### config.mk
export PLATFORM = sky130hd
export DESIGN_NAME = drap_mem_align
export DESIGN_NICKNAME = d
export VERILOG_FILES = /design/src/rtl/drap_mem_align.sv
export SDC_FILE = /design/constraint.sdc
export NUM_CORES = 1
export LEC_CHECK = 0
export BUFFER_PORTS_ARGS = -buffer_cell sky130_fd_sc_hd__buf_2
export CAP_MARGIN = 10
export CORE_ASPECT_RATIO = 0.8
export CORE_MARGIN = 2
export CORE_UTILIZATION = 48
export CTS_CLUSTER_DIAMETER = 60
export DETAILED_ROUTE_END_ITERATION = 8
export PLACE_DENSITY = 0.85
export SLEW_MARGIN = 20
export SYNTH_ARGS = -nofsm -noshare
export SYNTH_HDL_FRONTEND = slang
export SYNTH_SLANG_ARGS = --single-unit
### constraint.sdc
create_clock -name clk -period 3.64 [get_ports clk]
set_input_delay 0 -clock clk [delete_from_list [all_inputs] [get_ports clk]]
set_output_delay 0 -clock clk [all_outputs]
set_load 0.02 [all_outputs]
### src/rtl/drap_mem_align.sv
// Byte-addressed core access to word-addressed memory: lane enables, store data
// replication, load lane extraction with sign/zero extension, and misalignment rejection.
module drap_mem_align #(
    parameter int AW = 32,
    parameter int DW = 32
) (
    input  logic          clk,
    input  logic          rst,
    input  logic          req,
    input  logic          we,
    input  logic [1:0]    size,
    input  logic          sgn,
    input  logic [AW-1:0] baddr,
    input  logic [DW-1:0] wdata,
    output logic          busy,
    output logic          done,
    output logic          misalign,
    output logic [DW-1:0] rdata,
    output logic          mem_req,
    output logic          mem_we,
    output logic [AW-3:0] mem_waddr,
    output logic [3:0]    mem_be,
    output logic [DW-1:0] mem_wdata,
    input  logic [DW-1:0] mem_rdata,
    input  logic          mem_ack
);

    typedef enum logic [1:0] {IDLE, ACCESS, RESP, ERR} state_t;

    state_t        state_reg, state_next;
    logic          we_reg;
    logic          sgn_reg;
    logic [1:0]    size_reg;
    logic [1:0]    off_reg;
    logic [AW-3:0] waddr_reg;
    logic [3:0]    be_reg;
    logic [DW-1:0] wdata_reg;
    logic [DW-1:0] rdata_reg;

    logic          bad_align;
    logic [3:0]    be_new;
    logic [DW-1:0] wdata_rep;
    logic [7:0]    load_byte;
    logic [15:0]   load_half;
    logic [DW-1:0] load_ext;

    always_comb begin
        bad_align = 1'b0;
        be_new    = 4'b1111;
        case (size)
            2'b00: be_new = 4'b0001 << baddr[1:0];
            2'b01: begin
                bad_align = baddr[0];
                be_new    = 4'b0011 << baddr[1:0];
            end
            2'b10: bad_align = |baddr[1:0];
            default: bad_align = 1'b1;
        endcase
    end

    // Each lane carries the byte that belongs there whatever the offset, so the
    // enables alone select what memory actually writes.
    generate
        for (genvar gi = 0; gi < 4; gi++) begin : g_lane
            assign wdata_rep[8*gi +: 8] = (size == 2'b00) ? wdata[7:0] :
                                          (size == 2'b01) ? wdata[8*(gi%2) +: 8] :
                                                            wdata[8*gi +: 8];
        end
    endgenerate

    always_comb begin
        load_byte = 8'h00;
        case (off_reg)
            2'b00: load_byte = mem_rdata[7:0];
            2'b01: load_byte = mem_rdata[15:8];
            2'b10: load_byte = mem_rdata[23:16];
            default: load_byte = mem_rdata[31:24];
        endcase
        load_half = off_reg[1] ? mem_rdata[31:16] : mem_rdata[15:0];
        load_ext  = mem_rdata;
        if (size_reg == 2'b00)
            load_ext = sgn_reg ? {{24{load_byte[7]}}, load_byte} : {24'h000000, load_byte};
        else if (size_reg == 2'b01)
            load_ext = sgn_reg ? {{16{load_half[15]}}, load_half} : {16'h0000, load_half};
    end

    always_comb begin
        state_next = state_reg;
        case (state_reg)
            IDLE:    if (req) state_next = bad_align ? ERR : ACCESS;
            ACCESS:  if (mem_ack) state_next = RESP;
            RESP:    state_next = IDLE;
            default: state_next = IDLE;
        endcase
    end

    always_ff @(posedge clk or posedge rst) begin
        if (rst) begin
            state_reg <= IDLE;
            we_reg    <= 1'b0;
            sgn_reg   <= 1'b0;
            size_reg  <= 2'b00;
            off_reg   <= 2'b00;
            waddr_reg <= '0;
            be_reg    <= 4'b0000;
            wdata_reg <= '0;
            rdata_reg <= '0;
        end else begin
            state_reg <= state_next;
            if (state_reg == IDLE && req) begin
                we_reg   <= we;
                sgn_reg  <= sgn;
                size_reg <= size;
                off_reg  <= baddr[1:0];
                // Rejected requests leave the memory-side outputs untouched.
                if (!bad_align) begin
                    waddr_reg <= baddr[AW-1:2];
                    be_reg    <= be_new;
                    wdata_reg <= wdata_rep;
                end
            end
            if (state_reg == ACCESS && mem_ack && !we_reg)
                rdata_reg <= load_ext;
        end
    end

    assign busy      = (state_reg != IDLE);
    assign mem_req   = (state_reg == ACCESS);
    assign mem_we    = (state_reg == ACCESS) && we_reg;
    assign done      = (state_reg == RESP) || (state_reg == ERR);
    assign misalign  = (state_reg == ERR);
    assign mem_waddr = waddr_reg;
    assign mem_be    = be_reg;
    assign mem_wdata = wdata_reg;
    assign rdata     = rdata_reg;

endmodule

---- Word-level counts from Yosys, hierarchy flattened ----
Index checks and enable logic that the tools add are counted.
word-level totals
  output and inout bits ................... 103
  word-level logic and storage cells ...... 53
  register bits ........................... 106
cells by class
  reduce and logical (&&, ||, !) cells .... 14
  shift operators ......................... 2
  mux-type cells .......................... 17
  bitwise logic cells ..................... 1
  equal/unequal tests ..................... 10
operators by type and width
  kind                   count
  $mux W32               4
  $mux W8                5
  $pmux W8 S3            1
  $mux W16               1
  $eq A2 B1 Y1 const B   4
  $eq A2 B2 Y1 const B   4
  $logic_not A2 Y1       4
  $pmux W4 S2            1
  $mux W2                3
  $logic_and A1 B1 Y1    4
  $pmux W2 S2            1
  $reduce_and A2 Y1      2
  $shl A1 B2 Y4 const A  1
  $shl A2 B2 Y4 const A  1
  $pmux W1 S3            1
  $ne A2 B1 Y1 const B   1
  $ne A2 B2 Y1 const B   1
  $reduce_bool A2 Y1     1
  $reduce_or A2 Y1       1
  $logic_not A1 Y1       1
  $logic_or A1 B1 Y1     1
  $not A1 Y1             1

---- Depth between registers and ports, before layout ----
  word-level depth ........................ 5
  gate-level depth with buffers ........... 7
  depth with buffers taken out ............ 5

---- Worst setup path after synthesis ----
No wires, ideal clock.
  path kind ............................... register to register
  from .................................... reg state_reg[1]
  to ...................................... reg waddr_reg[16], in the netlist mem_waddr[16]
  data required time ...................... 3512 ps
  library setup time ...................... 128 ps
  setup slack ............................. 1952 ps
  arrival ................................. 1560 ps
  stages on the path, launching flop included .. 6
  cell sequence ........................... dfrtp_1 or3b_1 buf_2 nand3b_4 buf_6 mux2_1
between the ends
  cells in the longest elaborated chain, start to end .. 3
RTL lines
  item                         line  text
  from (decl)                  30    state_t state_reg, state_next;
  from (signal assigned)       109   state_reg <= state_next;
  $logic_not A2 Y1             110   if (state_reg == IDLE && req) begin
  $logic_and A1 B1 Y1          110
  $reduce_and A2 Y1 (no line)  --
  to (signal assigned)         117   waddr_reg <= baddr[AW-1:2];
  to (decl)                    35    logic [AW-3:0] waddr_reg;
Every way passes these cells.
A chain may end at the register's enable or synchronous reset.

---- Final worst setup path ----
  from .................................... reg state_reg[1]
  to ...................................... reg waddr_reg[2], in the netlist mem_waddr[2]
The elaborated chain is that of the path after synthesis.

==> results.ini <==
[setup_path]
r2r-start = state_reg[1]
r2r_end = mem_waddr[2]
crit_buf_inv = 1
cp_max_fo = 42
endpoint_kind = flop
r2r_cells = 4
cp_slowest_cell = or3b_1
crit_path_start_kind = flop
crit_arrival_ps = 2680
required_ps = 3860
slowest_delay_ps = 620
rrSetupSlack_ps = 1180
path_class = flop to flop
cp_top_family = simple AND/OR/NAND/NOR gates
crit_chain = or3b_1 > nand3b_4 > buf_4 > mux2_1

[pwr]
p_leak_nw = 3.51
irDropWorstVdd_mv = 0.556
power_mw = 5.79
power_density_mw_per_mm2 = 813

[cts]
root_buffer = clkbuf_16
cts_setup_buffers = 0
clockBufferDepth = 2
cts_buffers = 9
cts_tree = built
path_clk_slew_ps = 70
htree_levels = 3
worst_skew_pair.late_latency_ps = 340
cts_sinks = 106

[hold_path]
worst_hold_path.num_cells = 3
min_path_type = input pin to flop
hold_end = mem_wdata[14]
min_from = wdata[14]

[grt]
overflow = 0
grt_usage = 0.276
grt_max_degree = 78
antenna_found_initial = 0
grt_pass1_wl_um = 23400
grt_pass1_vias = 4654

[synth]
async_reset_ff_frac = 1.00
synth-edff-count = 0
syn-cell-area_sq_mm = 0.00489
synth_top_family_by_area = multiplexers
synthFlopType = dfrtp_1
synth_cell_types = 37
synth_compound_area_frac = 0.123
synthCells = 449
synth_xor_xnor_area_share = 0.00179
synth.yosys.warnings = 0
seq_area_frac_synth = 0.542
ys_ff_latch = 106
syn_avg_cell_area_sq_um = 10.9
synth_nets = 553
synth.mux.area_fraction = 0.170
synth_fa_ha_area_frac = 0
synth-simple-area-share = 0.125

[cells_and_area]
antennaDiodeCount = 0
fin_util = 0.729
layout_common_cells = 206 x buf_2, 106 x dfrtp_1, 85 x dlygate4sd3_1
area_delta_synth_final_pct = 45.6
finish.net_count = 825
n_fill_cell = 703
final_common_cell = buf_2
drive_above_1_share = 0.394

[job]
cap_violations = 0

[timing]
finalMaxSlewViolations = 0
slew_headroom = 0.322
max_freq_ghz = 0.406
period_needed_ps = 2460
rsz0062_at_grt = false
worst_pin_slew_ps = 1020
tns_ps = 0
setup_viol = 0
holdWs_ps = -2.99
final-hold-violation-count = 1
post-route-period-util = 0.677
fin_skew_ps = 5.71

[floorplan]
start_util = 0.501
dieHeight_um = 94.3
rows = 32
dieArea_sq_mm = 0.0110
fp.dieW_um = 117
core_region_area_sq_mm = 0.00977
boundaryPins = 207

[placement]
gp_congestion = 0.859
post-dp-hpwl_um = 9600
place.port_buffers = 206

[status]
failed_checks = hold timing
status = complete, but fails checks

[drt]
drc = 0
drt_iter0_drc = 399
wl_per_cell_um = 17.8
drt_pass1_iterations = 5
wl_um = 15400
vias = 4719
via_per_inst = 5.47
postRouteAntennaNets = 0

what timing repair did:
item                                   CTS  global route
hold buffers                            85             0
endpoints found under the hold margin  161             0
gates resized for setup                  0             0
synth_stat cells, types with 2 or more instances:
cell type | count | area share
a21oi_1 | 19 | 0.019
nor2_1 | 25 | 0.019
nand2b_1 | 4 | 0.0051
dfrtp_1 | 106 | 0.54
a21o_1 | 2 | 0.0031
buf_1 | 4 | 0.0031
a22o_1 | 8 | 0.014
mux2_2 | 47 | 0.11
nand2_1 | 56 | 0.043
o21ai_0 | 34 | 0.035
nand3_1 | 33 | 0.034
nor2b_1 | 3 | 0.0038
clkbuf_1 | 21 | 0.016
mux2_1 | 2 | 0.0046
o32ai_1 | 6 | 0.011
and2_1 | 2 | 0.0026
nor3b_1 | 2 | 0.0031
o221a_2 | 7 | 0.016
o41ai_1 | 2 | 0.0036
inv_1 | 5 | 0.0038
buf_6 | 4 | 0.0092
mux2i_1 | 28 | 0.057
a22oi_1 | 9 | 0.014
buf_2 | 6 | 0.0061
a31oi_1 | 2 | 0.0026
tightest hold or removal path: stages:
cell,delay [ps]
buf_2,90
mux2i_1,60
o21ai_0,140
metal layers:
metal / wire length [um] / track usage
met3: 1060 / 0.0716
met1: 6010 / 0.342
met2: 7750 / 0.457
met5: 0 / 0
met4: 531 / 0.123
area by class of cell:
cell class	count	area, sq um	share of cell area
clock inverters	7	76.3	0.0107
inverters	5	21.3	0.00299
repair buffers	296	1920	0.269
flip-flops and latches	106	2650	0.372
multi-input cells	303	2060	0.289
clock buffers	9	225	0.0316
well taps	136	170	0.0239
stage by stage:
step	std cells	worst slack (ps)	area (sq um)
2_1_floorplan	449	851	4890
3_3_place_gp	761	1290	5970
3_5_place_dp	761	1230	5970
4_1_cts	862	1200	7120
5_1_grt	862	937	7120
6_report	862	1180	7120
how the worst max path moves through the flow:
stage | from | end | slack [ps] | cells after the start
after floorplan | rst | mem_be[0] | 850 | 1
after global placement | state_reg[1] | mem_waddr[2] | 1290 | 4
after detailed placement | state_reg[1] | mem_waddr[2] | 1230 | 4
after CTS | state_reg[1] | mem_waddr[2] | 1200 | 4
after global routing | state_reg[1] | rdata[10] | 940 | 5
final | state_reg[1] | mem_waddr[2] | 1180 | 4
power by group:
group | leakage, nW | internal (mW) | switching [mW]
combinational | 2.09 | 1.05 | 1.58
sequential | 1.28 | 1.75 | 0.448
clock | 0.142 | 0.538 | 0.439
logic make-up (layout without fill, tap and decap cells):
group / after synthesis / after routing
simple gates: 133 / 133
mux: 77 / 77
compound gates: 92 / 92
xor+xnor: 1 / 1
flops: 106 / 106
buf+inv: 40 / 317
Note: power is estimated with default switching activity, not from simulation.
